**src/rtl/rrmux_pkg.sv**
```systemverilog
// Shared defaults and the grant-index width helper for the round-robin mux.
package rrmux_pkg;

  localparam int DATA_W     = 64;
  localparam int CH_DEFAULT = 8;

  function automatic int sel_w(input int ch);
    return (ch > 2) ? $clog2(ch) : 1;
  endfunction

endpackage

```
**src/rtl/rr_arbiter.sv**
```systemverilog
// Combinational round-robin search: first requester at or after ptr, wrapping at CH.
module rr_arbiter
  import rrmux_pkg::*;
#(
  parameter  int CH   = CH_DEFAULT,
  localparam int SELW = sel_w(CH)
) (
  input  logic [CH-1:0]   req,
  input  logic [SELW-1:0] ptr,
  output logic [SELW-1:0] grant,
  output logic            any_req
);

  logic [SELW:0] w_idx;

  // One extra index bit so ptr+k never overflows before the explicit wrap.
  always_comb begin
    grant   = '0;
    any_req = 1'b0;
    w_idx   = '0;
    for (int k = 0; k < CH; k++) begin
      w_idx = {1'b0, ptr} + (SELW+1)'(k);
      if (w_idx >= (SELW+1)'(CH)) w_idx = w_idx - (SELW+1)'(CH);
      if (!any_req && (w_idx < (SELW+1)'(CH)) && req[w_idx[SELW-1:0]]) begin
        any_req = 1'b1;
        grant   = w_idx[SELW-1:0];
      end
    end
  end

endmodule

```
**src/rtl/rr_arb_mux.sv**
```systemverilog
// Round-robin arbitrated CH:1 mux feeding one registered valid/ready output stage.
// Define RRMUX_PACKET_LOCK_EN to hold the grant on one channel until its in_last beat.
module rr_arb_mux
  import rrmux_pkg::*;
#(
  parameter  int N    = DATA_W,
  parameter  int CH   = CH_DEFAULT,
  localparam int SELW = sel_w(CH)
) (
  input  logic            clk,
  input  logic            reset,
  input  logic [CH*N-1:0] in_data,
  input  logic [CH-1:0]   in_valid,
`ifdef RRMUX_PACKET_LOCK_EN
  input  logic [CH-1:0]   in_last,
`endif
  output logic [CH-1:0]   in_ready,
  output logic [N-1:0]    out_data,
  output logic [SELW-1:0] out_sel,
  output logic            out_valid,
  input  logic            out_ready
);

  logic            r_out_valid;
  logic [N-1:0]    r_out_data;
  logic [SELW-1:0] r_out_sel;
  logic [SELW-1:0] r_ptr;

  logic            w_can_load;
  logic            w_arb_any;
  logic            w_ready_en;
  logic            w_xfer;
  logic [SELW-1:0] w_arb_grant;
  logic [SELW-1:0] w_grant;
  logic [SELW-1:0] w_ptr_next;
  logic [N-1:0]    w_sel_data;

  rr_arbiter #(.CH(CH)) u_arb (
    .req     (in_valid),
    .ptr     (r_ptr),
    .grant   (w_arb_grant),
    .any_req (w_arb_any)
  );

  assign w_can_load = !r_out_valid || out_ready;

`ifdef RRMUX_PACKET_LOCK_EN
  logic            r_lock;
  logic [SELW-1:0] r_lock_ch;

  // A locked channel is offered ready even while its valid is low.
  assign w_grant    = r_lock ? r_lock_ch : w_arb_grant;
  assign w_ready_en = r_lock || w_arb_any;
`else
  assign w_grant    = w_arb_grant;
  assign w_ready_en = w_arb_any;
`endif

  assign w_xfer     = !reset && w_can_load && w_ready_en && in_valid[w_grant];
  assign w_sel_data = in_data[32'(w_grant)*N +: N];
  assign w_ptr_next = (w_grant == SELW'(CH-1)) ? '0 : w_grant + 1'b1;

  always_comb begin
    in_ready = '0;
    if (!reset && w_can_load && w_ready_en) in_ready[w_grant] = 1'b1;
  end

  always_ff @(posedge clk) begin
    if (reset) begin
      r_out_valid <= 1'b0;
      r_out_data  <= '0;
      r_out_sel   <= '0;
      r_ptr       <= '0;
`ifdef RRMUX_PACKET_LOCK_EN
      r_lock      <= 1'b0;
      r_lock_ch   <= '0;
`endif
    end else if (w_xfer) begin
      r_out_valid <= 1'b1;
      r_out_data  <= w_sel_data;
      r_out_sel   <= w_grant;
`ifdef RRMUX_PACKET_LOCK_EN
      if (in_last[w_grant]) begin
        r_lock <= 1'b0;
        r_ptr  <= w_ptr_next;
      end else begin
        r_lock    <= 1'b1;
        r_lock_ch <= w_grant;
      end
`else
      r_ptr       <= w_ptr_next;
`endif
    end else if (w_can_load) begin
      r_out_valid <= 1'b0;
    end
  end

  assign out_valid = r_out_valid;
  assign out_data  = r_out_data;
  assign out_sel   = r_out_sel;

endmodule

```
**config.mk**
```make
export PLATFORM = sky130hd
export DESIGN_NAME = rr_arb_mux
export DESIGN_NICKNAME = d
export VERILOG_FILES = /design/src/rtl/rrmux_pkg.sv /design/src/rtl/rr_arbiter.sv /design/src/rtl/rr_arb_mux.sv
export SDC_FILE = /design/constraint.sdc
export NUM_CORES = 1
export LEC_CHECK = 0
export BUFFER_PORTS_ARGS = -buffer_cell sky130_fd_sc_hd__clkbuf_2
export CAP_MARGIN = 20
export CORE_AREA = 2 2 236 238
export DETAILED_ROUTE_END_ITERATION = 16
export DIE_AREA = 0 0 238 240
export GPL_TIMING_DRIVEN = 0
export MAX_ROUTING_LAYER = met4
export SYNTH_ARGS = -nofsm -noshare
export SYNTH_HDL_FRONTEND = slang
export SYNTH_SLANG_ARGS = --single-unit
```
**constraint.sdc**
```tcl
create_clock -name clk -period 6.95 [get_ports clk]
set_clock_uncertainty 0.15 [all_clocks]
set_input_delay 0.3475 -clock clk [delete_from_list [all_inputs] [get_ports clk]]
set_output_delay 0.3475 -clock clk [all_outputs]
set_load 0.05 [all_outputs]
```
**Yosys cells after proc, flatten, opt, wreduce, memory -nomap -nowiden**

Index checks and enable logic that the tools add are counted.
W data, S select, Z words.

- RAM bits: 0
- Output and inout port bits: 76
- Bits in read-only memories: 0
- Bits in latches: 0
- Memories: 0
- Register bits after elaboration: 71

- Multiplexer cells: 48
- Shifts and indexed selects: 1
- Add/subtract/negate cells: 16
- Magnitude comparators: 26
- Div/mod/pow operators: 0
- Eq/ne operators: 1
- Reduce and logical (&&, ||, !) cells: 30
- Multiply operators: 0
- Bitwise gates (word level): 0

Operator list:

| cell | number |
|---|---|
| $shiftx A512 B10 Y64 | 1 |
| $lt A3 B4 Y1 const B | 9 |
| $lt A4 B4 Y1 const B | 8 |
| $mux W4 | 8 |
| $ge A4 B4 Y1 const B | 7 |
| $sub A4 B4 Y4 const B | 7 |
| $bmux W1 S3 | 9 |
| $mux W3 | 9 |
| $mux W1 | 20 |
| $logic_and A1 B1 Y1 | 19 |
| $add A3 B3 Y4 const B | 4 |
| $logic_not A1 Y1 | 9 |
| $add A3 B2 Y4 const B | 2 |
| $mux W8 | 1 |
| $add A3 B1 Y4 const B | 1 |
| $ge A3 B4 Y1 const B | 1 |
| $sub A3 B4 Y4 const B | 1 |
| $add A3 B1 Y3 const B | 1 |
| $demux W1 S3 | 1 |
| $eq A3 B3 Y1 const B | 1 |
| $ge A3 B1 Y1 const B | 1 |
| $reduce_bool A2 Y1 | 1 |
| $logic_or A1 B1 Y1 | 1 |

**Depth between registers and ports, before layout**

Gate-level depths: netlist of run 1.

- Depth after elaboration: 39
- Depth in mapped cells: 22
- Mapped depth without buffers: 14

**Hierarchy**

From an unflattened synthesis of run 1, not the netlist that was laid out.

- Cells, all modules: 666
- Area total of the unflattened synthesis: 7692.4 µm²

By module, submodules not included:

| module | sequential area each (µm²) | area each (µm²) | instances | cells each |
|---|---|---|---|---|
| rr_arb_mux | 1421.4 | 6696.4 | 1 | 569 |
| rr_arbiter | 0.0 | 996.0 | 1 | 97 |

**Worst setup path after synthesis of run 1**

Ideal clock, no wire load.

- Path kind: register to output
- From: register r_ptr[2]
- To: output in_ready[2]
- Buffers on the path: 5
- Required time: 6452 ps
- Cell stages (with the launch flop): 15
- Slack: 1500 ps
- Data arrival time: 4952 ps
- Cell sequence: dfxtp_1 buf_1 inv_1 ha_1 clkbuf_1 mux4_2 mux2_2 or3_1 buf_4 o21bai_4 a21oi_4 buf_6 buf_4 nand2_1 nor4_1

- Cells in the longest elaborated chain, start to end: 39
- Elaborated cells on any way between the ends: 100
- Classes of those cells: add/sub: 15; order compare: 18; mux: 43; reduce/logical: 24

RTL lines:

| item | line | source |
|---|---|---|
| start, declared | rr_arb_mux.sv:27 | `logic [SELW-1:0] r_ptr;` |
| start signal, assigned | rr_arb_mux.sv:91 | `r_ptr <= w_ptr_next;` |
| branches (longest 38 deep; another with $add A3 B1 Y4) | -- |  |
| $mux W8 (*) | rr_arb_mux.sv:65 | `if (!reset && w_can_load && w_ready_en) in_ready[w_grant] = 1'b1;` |
| end, declared | rr_arb_mux.sv:17 | `output logic [CH-1:0] in_ready,` |

Mark *: on every way between the ends. The select of a mux whose other input is x is not followed.

**Final worst setup path of run 1**

- From: register r_ptr[1]
- To: output in_ready[7]

- Cells in the longest elaborated chain, start to end: 39
- Elaborated cells on any way between the ends: 100
- Classes of those cells: add/sub: 15; order compare: 18; mux: 43; reduce/logical: 24

RTL lines:

| item | line | source |
|---|---|---|
| branches (longest 33 deep; another with $add A3 B1 Y4) | -- |  |
| $mux W3 (*) | rr_arbiter.sv:24 | `if (!any_req && (w_idx < (SELW+1)'(CH)) && req[w_idx[SELW-1:0]]) begin` |
| via u_arb.grant[1] | rr_arbiter.sv:10 | `output logic [SELW-1:0] grant,` |
| $lt A3 B4 Y1 (implied by the code) or $ge A3 B1 Y1 (tied branches) | rr_arb_mux.sv:65 |  |
| $logic_and A1 B1 Y1 (implied by the code) | rr_arb_mux.sv:65 |  |
| $mux W1 (implied by the code) | rr_arb_mux.sv:65 |  |
| $demux W1 S3 (*) | rr_arb_mux.sv:65 |  |
| $mux W8 (*) | rr_arb_mux.sv:65 |  |

Mark *: on every way through the listed nets, which the timed path passes. The select of a mux whose other input is x is not followed.

==> key figures, run 1 <==
Run status
  • Status: finished, final reports clean

STA
  • Setup tns final: 0 ps
  • Worst setup margin: 771 ps
  • Minimum clock period: 6180 ps
  • Fin. Hold Viols: 0
  • Final Setup Violations: 0
  • Period utilization: 0.889
  • RSZ-0062 raised after global routing: no
  • Least-Margin Pin Slew: 1010 ps
  • Fmax: 162 MHz
  • Relative slew slack: 0.328
  • Final Slew Violations: 0

Drt
  • Via Count: 9338
  • DRT antenna net count: 0
  • Initial DRC Count: 507
  • Avg WL per Cell: 20.7 um
  • Drt total wl: 44300 um
  • 1st-pass router iterations: 4
  • Avg Vias per Cell: 4.36
  • DRC violations left: 0

Finish
  • Layout Utilization: 0.214
  • Final Instance Area: 11700 um2
  • Nets: 1950
  • Share of cells above drive strength 1: 0.519
  • Non-filler cells, final: 2140
  • Fillers: 6187
  • P&R area growth vs syn: 57.0%

Floorplan
  • Ports: 599
  • Placeable Area: 54700 um2
  • Die width: 238 um
  • Initial Util: 0.136
  • Full die area: 57100 um2
  • Row cnt: 86
  • Die Span Y: 240 um

Clock network
  • Clock network latency to the later pin of the worst-skew pair: 380 ps
  • CTS Buffer Depth: 2
  • CTS Root Cell: clkbuf_16
  • Clk slew on worst S/H paths: 70 ps
  • Cts hold-fix bufs: 0
  • H-tree depth: 3
  • CTS resizes: 0
  • CTS tree: done
  • Num CTS Buffers: 9
  • Clock sink count: 71

Yosys
  • Netlist cell types: 50
  • Synth top area cells: mux2i_1, dfxtp_1, mux4_2
  • Post-Syn Area: 7460 um2
  • Asr flop ratio synth: 0
  • Top-area cell type share of the netlist area: 0.260
  • Synth warnings: 0
  • Post-Syn Nets: 1341
  • Mapped Avg Cell Area: 9.17 um2
  • Synth top cells by count: mux2i_1, nor2_1, dfxtp_1
  • Count leader, synth: mux2i_1
  • Sequential-to-total area share from yosys stat: 0.191
  • Mapped Cells: 813
  • Synth area leader: mux2i_1
  • Number of synthesized flops with an enable pin: 0
  • Most used DFF post-synth: dfxtp_1
  • Yosys reg bits: 71

Power and ir drop
  • Pwr per Cell Area: 536 nW/um2
  • Leakage: 5.76 nW
  • Max VDD drop: 268 uV

Global routing
  • First-pass GRT wire length: 60500 um
  • Pin count of the biggest net entering global routing: 14
  • GRT Residual Overflow: 0
  • Vias in the first global route: 9018
  • Tot GR Track Use: 0.154
  • Initial antenna violation count: 15

Placed design
  • Setup slack at placement: 656 ps
  • Dpl hpwl: 38300 um
  • RD Place Congestion: 0.880
  • DP Area: 11300 um2
  • # port buffers: 597
  • Dpl cells: 2115

Critical path
  • Arr. time, crit path: 5680 ps
  • Setup crit start kind: flop
  • Endpoint type of the worst setup path: output port
  • Worst Path Max Fanout: 10
  • Worst path required time: 6450 ps
  • WS Path Type: reg2out

Run
  • MaxCap Viol Count: 0

Worst hold path
  • Hold Crit Class: in2reg
==> what timing repair did <==
item,CTS,global route
endpoints found under the setup margin,0,2
endpoints found under the hold margin,0,0
buffers inserted,0,0
==> placed cells by master, fill, tap and decap left out, drive strengths merged, types with 4 or more instances in the layout <==
cell type  instances
ha                 5
mux2              12
nor3              37
mux2i            194
clkbuf           640
nor2b              5
nor2             116
diode              9
o22ai             59
dfxtp             71
o31a              29
mux4              48
nand2             23
a211o              4
a211oi             5
a221oi             4
buf               52
inv                9
a21oi             44
o221ai            33
==> flip-flops by register name (all words and copies together), names as in the netlist <==
signal and count:
out_sel 3, out_valid 1, out_data 64, r_ptr 3
==> metrics by stage <==
stage | hold slack, ps | total power, W
after global placement | 294 | 0.00575
after floorplan | 405 | 0.00421
after detailed placement | 310 | 0.00576
after CTS | 119 | 0.00636
final | 169 | 0.00627
after global routing | 166 | 0.00667
==> worst paths after layout <==
kind	startpoint	end	slack (ps)	depth (start not counted)
setup / recovery	r_ptr[1]$_SDFFE_PP0P_	in_ready[7]	770	20
hold / removal	out_ready	out_valid$_SDFFE_PP0P_	170	4
setup reg to reg	r_ptr[1]$_SDFFE_PP0P_	out_data[22]$_SDFFE_PP0P_	1180	18
hold reg to reg	out_sel[0]$_SDFFE_PP0P_	out_sel[0]$_SDFFE_PP0P_	330	2
==> logic make-up after synthesis <==
logic type                 after synthesis  synth area share
and+or+nand+nor                        192             0.111
buffers and inverters                   93            0.0669
DFF                                     71             0.191
muxes                                  254             0.423
AOI/OAI and AO/OA                      194             0.195
adders and majority gates                5           0.00839
xor gates and xnor gates                 4           0.00470
==> where the power goes <==
group / switching [W] / leakage, nW / total, W / internal, W
Sequential: 0.0000916 / 0.589 / 0.000655 / 0.000564
Clock: 0.000225 / 0.166 / 0.000577 / 0.000352
Combinational: 0.00316 / 5.00 / 0.00504 / 0.00188
Total: 0.00348 / 5.76 / 0.00627 / 0.00279
==> critical path, cell delays in order, from the launching register on <==
cell and delay (ps):
dfxtp_1 390, buf_2 230, buf_2 310, inv_1 150
ha_1 310, buf_6 150, buf_6 160, mux2_2 350
a221oi_2 260, a32oi_1 180, or3_1 410, buf_4 170
nor3_4 300, a211oi_4 130, nor2_4 260, buf_4 330
buf_4 280, buf_2 300, nand2_1 140, nor2_1 120
clkbuf_2 300
==> final cells by class <==
type                    count  area (um2)  area share
multi-input cells         649        5540       0.473
repair buffers            599        3010       0.257
flip-flops and latches     71        1420       0.121
well taps                 704         881      0.0752
plain buffers              84         465      0.0397
clock buffers               9         225      0.0192
clock inverters             7         120      0.0103
inverters                   8        30.0     0.00256
diodes                      9        22.5     0.00192
==> per-layer routing <==
metal,global-route usage,share of wire
met4,0.0659,0.039
met2,0.237,0.46
met1,0.187,0.43
met3,0.0432,0.072
met5,-,0
Power figures use the tool's default switching activity.
==> run 2, diff against run 1 <==
Settings changed: ABC_AREA set to 1, CELL_PAD_IN_SITES_DETAIL_PLACEMENT set to 2, CELL_PAD_IN_SITES_GLOBAL_PLACEMENT set to 2, CORE_AREA 2 2 236 238 to unset, CORE_ASPECT_RATIO set to 0.5, CORE_MARGIN set to 2, CORE_UTILIZATION set to 19, DIE_AREA 0 0 238 240 to unset, PLACE_DENSITY_LB_ADDON set to 0.1.
==> key figures, run 2 <==
Finish
  • Commonest non-fill, non-tap cells in the layout: nand2_1, clkbuf_2, nand3_1, nor2_1, buf_2
  • Nets: 2871 (+47%)
  • Commonest non-fill, non-tap cell in the layout: nand2_1
  • Max reg flops: 64 (unchanged)
  • Share of cells above drive strength 1: 0.318 (-0.201)
  • Fillers: 5975 (-3.4%)
  • P&R area growth vs syn: 46.9%
  • Non-filler cells, final: 2957 (+38%)

Global routing
  • Vias in the first global route: 14513 (+61%)
  • GRT Residual Overflow: 0 (unchanged)
  • Initial antenna violation count: 12 (-3)
  • First-pass GRT wire length: 89300 um (+48%)
  • Tot GR Track Use: 0.259 (+0.106)
  • Pin count of the biggest net entering global routing: 12 (-2)

Critical path
  • WS Path Type: reg2out
  • Setup crit start kind: flop
  • Worst path required time: 6450 ps (about the same)
  • Worst Path Max Fanout: 10 (unchanged)
  • Arr. time, crit path: 4420 ps (-1260 ps)
  • Endpoint type of the worst setup path: output port

Worst hold path
  • Hold Crit Class: in2reg

STA
  • Fmax: 203 MHz (+26%)
  • Setup tns final: 0 ps (unchanged)
  • Minimum clock period: 4920 ps (-1260 ps)
  • Period utilization: 0.708 (-0.181)
  • Final Slew Violations: 0 (unchanged)
  • Hold slack: 115 ps (-53.9 ps)
  • Final Setup Violations: 0 (unchanged)
  • Fin. Hold Viols: 0 (unchanged)
  • Least-Margin Pin Slew: 678 ps (-330 ps)
  • RSZ-0062 raised after global routing: no
  • Relative slew slack: 0.548 (+0.220)

Floorplan
  • Ports: 599 (unchanged)
  • Initial Util: 0.192 (+0.0554)
  • Full die area: 47300 um2 (-17%)
  • Placeable Area: 45000 um2 (-18%)
  • Row cnt: 55 (-36%)
  • Die width: 306 um (+28%)
  • Die Span Y: 155 um (-36%)

Placed design
  • RD Place Congestion: 0.836 (-5.0%)
  • Dpl cells: 2930 (+39%)
  • Dpl hpwl: 51600 um (+35%)
  • # port buffers: 598 (+0.17%)

Yosys
  • Netlist cell types: 29 (-42%)
  • Asr flop ratio synth: 0 (unchanged)
  • Synth warnings: 0 (unchanged)
  • Yosys reg bits: 71 (unchanged)
  • Count leader, synth: nand2_1
  • Synth top cells by count: nand2_1, nand3_1, nor2_1
  • Number of synthesized flops with an enable pin: 0 (unchanged)
  • Synth top area cells: nand2_1, nand3_1, dfxtp_1
  • Top-area cell type share of the netlist area: 0.414 (+0.154)
  • Mapped Avg Cell Area: 4.98 um2 (-46%)
  • Most used DFF post-synth: dfxtp_1
  • Post-Syn Nets: 2262 (+69%)
  • Post-Syn Area: 8640 um2 (+16%)
  • Sequential-to-total area share from yosys stat: 0.165 (-0.0260)
  • Mapped Cells: 1734 (+110%)
  • Synth area leader: nand2_1

Clock network
  • CTS resizes: 0 (unchanged)
  • H-tree depth: 3 (unchanged)
  • CTS Root Cell: clkbuf_16
  • Clock sink count: 71 (unchanged)
  • Clock network latency to the later pin of the worst-skew pair: 350 ps (-30 ps)
  • Num CTS Buffers: 9 (unchanged)
  • Setup Buffers After CTS: 0 (unchanged)
  • Clk slew on worst S/H paths: 60 ps (about the same)
  • CTS tree: done
  • Cts hold-fix bufs: 0 (unchanged)
  • CTS Buffer Depth: 2 (unchanged)

Drt
  • DRT antenna net count: 0 (unchanged)
  • Drt total wl: 61200 um (+38%)
  • Via Count: 13663 (+46%)
  • Avg WL per Cell: 20.7 um (-0.12%)
  • Initial DRC Count: 505 (-0.39%)
  • DRC violations left: 0 (unchanged)
  • Avg Vias per Cell: 4.62 (+5.9%)
  • 1st-pass router iterations: 4 (unchanged)

Run
  • MaxCap Viol Count: 0 (unchanged)

Run status
  • Status: finished, final reports clean
## run 2: cell count changes in the layout (fill, tap and decap cells not counted), moves of 33 or more
cell / change
buf_2: +53
nor3_1: -35
nand2_1: +930
o22ai_1: -59
mux4_2: -48
o221ai_1: -33
nand3_1: +287
o21ai_0: +66
mux2i_1: -194
## run 2: cells by family (layout without fill, tap and decap cells)
| kind of cell | after synthesis | after routing | share of synthesized area |
|---|---|---|---|
| compound gates | 143 | 143 | 0.0839 |
| xor+xnor | 3 | 3 | 0.00391 |
| fa+ha+maj | 5 | 5 | 0.00724 |
| buf+inv | 166 | 780 | 0.105 |
| flops | 71 | 71 | 0.165 |
| other cells | 0 | 11 | 0 |
| simple gates | 1346 | 1346 | 0.635 |
## run 2: routing by layer
layer | part of all wire | vias to the layer above | track usage
met5 | 0 | - | -
met4 | 0.024 | 0 | 0.0807
met3 | 0.022 | 56 | 0.0267
met2 | 0.53 | 212 | 0.470
met1 | 0.43 | 6653 | 0.301
li1 | - | 6742 | -
## run 2: final timing paths
path / from / endpoint / slack [ps] / cells past startpoint
worst max-delay path: r_ptr[1]$_SDFFE_PP0P_ / in_ready[7] / 2030 / 21
worst max register to register: r_ptr[1]$_SDFFE_PP0P_ / r_ptr[2]$_SDFFE_PP0P_ / 2630 / 21
worst min register to register: out_valid$_SDFFE_PP0P_ / out_valid$_SDFFE_PP0P_ / 340 / 2
worst min-delay path: out_ready / out_valid$_SDFFE_PP0P_ / 110 / 4
## run 2: worst max-delay path, cell delays in order, from the launching register on
cell	delay (ps)
dfxtp_1	530
inv_2	180
ha_1	310
buf_2	190
inv_2	160
nand3_1	150
nand3_1	170
nand2_1	130
nor2_4	180
nand4_2	140
nor2_4	160
nand3_2	130
nand2_1	120
inv_2	30
nand2_1	60
nand2_2	80
nor2_2	280
buf_4	310
buf_6	230
inv_1	110
nor2_1	110
clkbuf_2	290
## run 2: stage by stage
stage / area [um2] / worst slack (ps) / utilization
after floorplan: 8640 / 3250 / -
after global placement: 12400 / 2500 / 0.275
after detailed placement: 12400 / 2400 / 0.275
after CTS: 12700 / 2000 / 0.281
after global routing: 12700 / 1700 / 0.282
final: 12700 / 2030 / 0.282
## run 2: layout make-up
type | instances | area (um2) | area share
multi-input cells | 1497 | 6310 | 0.497
repair buffers | 598 | 2990 | 0.236
flip-flops and latches | 71 | 1420 | 0.112
plain buffers | 136 | 795 | 0.0626
well taps | 598 | 748 | 0.0590
clock buffers | 13 | 260 | 0.0205
inverters | 30 | 113 | 0.00888
diodes | 11 | 27.5 | 0.00217
clock inverters | 3 | 17.5 | 0.00138
Power of run 2 is left out: the tool's default activity adds up to more than one toggle a clock period on the data nets, which glitch-free logic cannot reach.
==> run 3, diff against run 2 <==
Settings changed: CORE_UTILIZATION 19 to 16.
Clock period 6.95 ns to 4.15 ns, I/O delays scaled along.
==> key figures, run 3 (synthesis gave the netlist of run 2 again) <==
Critical path
  • Reg2reg setup slack: 360 ps (-2270 ps)
  • WS Path Type: reg2out
  • Worst path required time: 3790 ps (-2660 ps)
  • Worst Path Max Fanout: 10 (unchanged)
  • Critical-path top delay cell: dfxtp_4
  • Worst R2R Start: r_ptr[1]$_SDFFE_PP0P_
  • Endpoint type of the worst setup path: output port
  • Most used cell, CP: nor2_4
  • RR Endpoint: out_data[22]$_SDFFE_PP0P_
  • Worst-path cell chain: inv_4 -> ha_1 -> buf_2 -> inv_4 -> nand3_2 -> nand3_2 -> nand2_1 -> nor2_4 -> nand4_4 -> nor2_4 -> nand3_1 -> nand2_2 -> inv_2 -> nand2_1 -> nand2_2 -> nor2_4 -> buf_12 -> buf_6 -> inv_1 -> nor2_1 -> clkbuf_4
  • CP peak stage delay: 380 ps (-150 ps)
  • Setup crit start kind: flop
  • Arr. time, crit path: 3580 ps (-840 ps)
  • Reg2Reg Depth: 16 (-24%)

Clock network
  • CTS Root Cell: clkbuf_16
  • Clock sink count: 71 (unchanged)
  • Clock network latency to the later pin of the worst-skew pair: 360 ps (about the same)
  • CTS tree: done
  • CTS Buffer Depth: 2 (unchanged)
  • Clk slew on worst S/H paths: 70 ps (about the same)
  • Num CTS Buffers: 9 (unchanged)
  • H-tree depth: 3 (unchanged)

Finish
  • Commonest non-fill, non-tap cell in the layout: nand2_1
  • P&R area growth vs syn: 51.9%
  • Nets: 2885 (+0.49%)
  • Commonest non-fill, non-tap cells in the layout: nand2_1, clkbuf_2, nand3_1, nor2_1, buf_2
  • Max reg flops: 64 (unchanged)
  • Final Instance Area: 13100 um2 (+3.5%)
  • Share of cells above drive strength 1: 0.325 (+0.00701)

Global routing
  • First-pass GRT wire length: 93000 um (+4.2%)
  • Initial antenna violation count: 8 (-4)
  • GRT Residual Overflow: 0 (unchanged)
  • Pin count of the biggest net entering global routing: 20 (+8)
  • Vias in the first global route: 14422 (-0.63%)
  • Tot GR Track Use: 0.231 (-0.0282)

Drt
  • Avg Vias per Cell: 4.43 (-4.0%)
  • Avg WL per Cell: 21.1 um (+2.2%)
  • Met1 wire length: 27900 um (+6.9%)
  • Via Count: 13662 (-0.0073%)
  • Top Layer Used: met4
  • DRC violations left: 0 (unchanged)
  • 1st-pass router iterations: 4 (unchanged)
  • Drt total wl: 65100 um (+6.5%)
  • Initial DRC Count: 487 (-3.6%)
  • Routed wl met2: 34400 um (+6.8%)
  • Routed wl met3: 1420 um (+5.7%)
  • DRT antenna net count: 0 (unchanged)

Run status
  • Status: finished, final reports clean

STA
  • Relative slew slack: 0.569 (+0.0209)
  • Minimum clock period: 3940 ps
  • Final Setup Violations: 0 (unchanged)
  • Fmax: 254 MHz
  • Fin. Hold Viols: 0 (unchanged)
  • Period utilization: 0.950
  • Setup tns final: 0 ps (unchanged)
  • Final Slew Violations: 0 (unchanged)
  • Least-Margin Pin Slew: 647 ps (-31.3 ps)
  • Worst setup margin: 209 ps (-1820 ps)

Worst hold path
  • WHS Path Cells: 7 (+3)
  • Hold Crit Class: in2reg
  • Hold Crit Start: in_data[316]
  • Min-Delay Endpoint: out_data[60]$_SDFFE_PP0P_

Floorplan
  • Die width: 333 um (+8.9%)
  • Placeable Area: 53500 um2 (+19%)
  • Die Span Y: 168 um (+8.7%)
  • Initial Util: 0.161 (-0.0305)
  • Ports: 599 (unchanged)
  • Row cnt: 60 (+9.1%)
  • Full die area: 56000 um2 (+18%)

Placed design
  • Dpl hpwl: 53600 um (+3.8%)
  • DP Area: 12500 um2 (+1.2%)
  • RD Place Congestion: 0.848 (+1.5%)
  • Setup slack at placement: -327 ps (-2720 ps)
  • # port buffers: 598 (unchanged)

Run
  • MaxCap Viol Count: 0 (unchanged)
## run 3: cell types whose count changed in the layout (fill, tap and decap cells not counted), moves of 4 or more
cell      previous run  this run
buf_4               20        27
clkbuf_2           598       590
clkbuf_4             0         4
diode_2             11         6
## run 3: area by class of cell
type,count,area [um2]
Buffer,134,840
Sequential cell,71,1430
Tap cell,713,892
Clock inverter,5,57.6
Inverter,30,123
Fill cell,6968,40400
Multi-Input combinational cell,1497,6370
Antenna cell,6,15.0
Timing Repair Buffer,614,3160
Clock buffer,11,243
## run 3: how the worst max path moves through the flow
stage                       endpoint  cells after the start  slack [ps]             startpoint
6_report                 in_ready[3]                     21         210  r_ptr[0]$_SDFFE_PP0P_
5_1_grt                  in_ready[1]                     20         -30  r_ptr[0]$_SDFFE_PP0P_
4_1_cts                  in_ready[2]                     21          10  r_ptr[1]$_SDFFE_PP0P_
3_5_place_dp   r_ptr[2]$_SDFFE_PP0P_                     21        -330  r_ptr[1]$_SDFFE_PP0P_
3_3_place_gp             in_ready[6]                     21        -260  r_ptr[1]$_SDFFE_PP0P_
2_1_floorplan            in_ready[0]                     20         590  r_ptr[1]$_SDFFE_PP0P_
## run 3: what timing repair did
| item | 4_1_cts | 5_1_grt |
|---|---|---|
| resized for setup | 30 | 18 |
| pin swaps | 2 | 3 |
| hold buffers | 3 | 0 |
| buffers inserted | 5 | 8 |
| endpoints found under the setup margin | 61 | 71 |
| hold endpoints to repair | 4 | 0 |
## run 3: metal layers
layer	vias up	global-route usage
met4	0	0.0559
met5	-	-
li1	6765	-
met3	54	0.0223
met1	6649	0.271
met2	194	0.424
## run 3: stage by stage
stage | util | hold slack, ps | std cells
floorplan | - | 127 | 1734
global placement | 0.234 | 324 | 3045
detailed placement | 0.234 | 329 | 3045
CTS | 0.243 | 128 | 3067
global route | 0.245 | 169 | 3081
finish | 0.245 | 138 | 3081
## run 3: critical path: cells and delay by family, from the launching register on
family        cells  cell delay [ps]
buf+inv           8             1040
fa+ha+maj         1              290
flops             1              380
simple gates     12             1490
Power of run 3 is left out for the same reason.
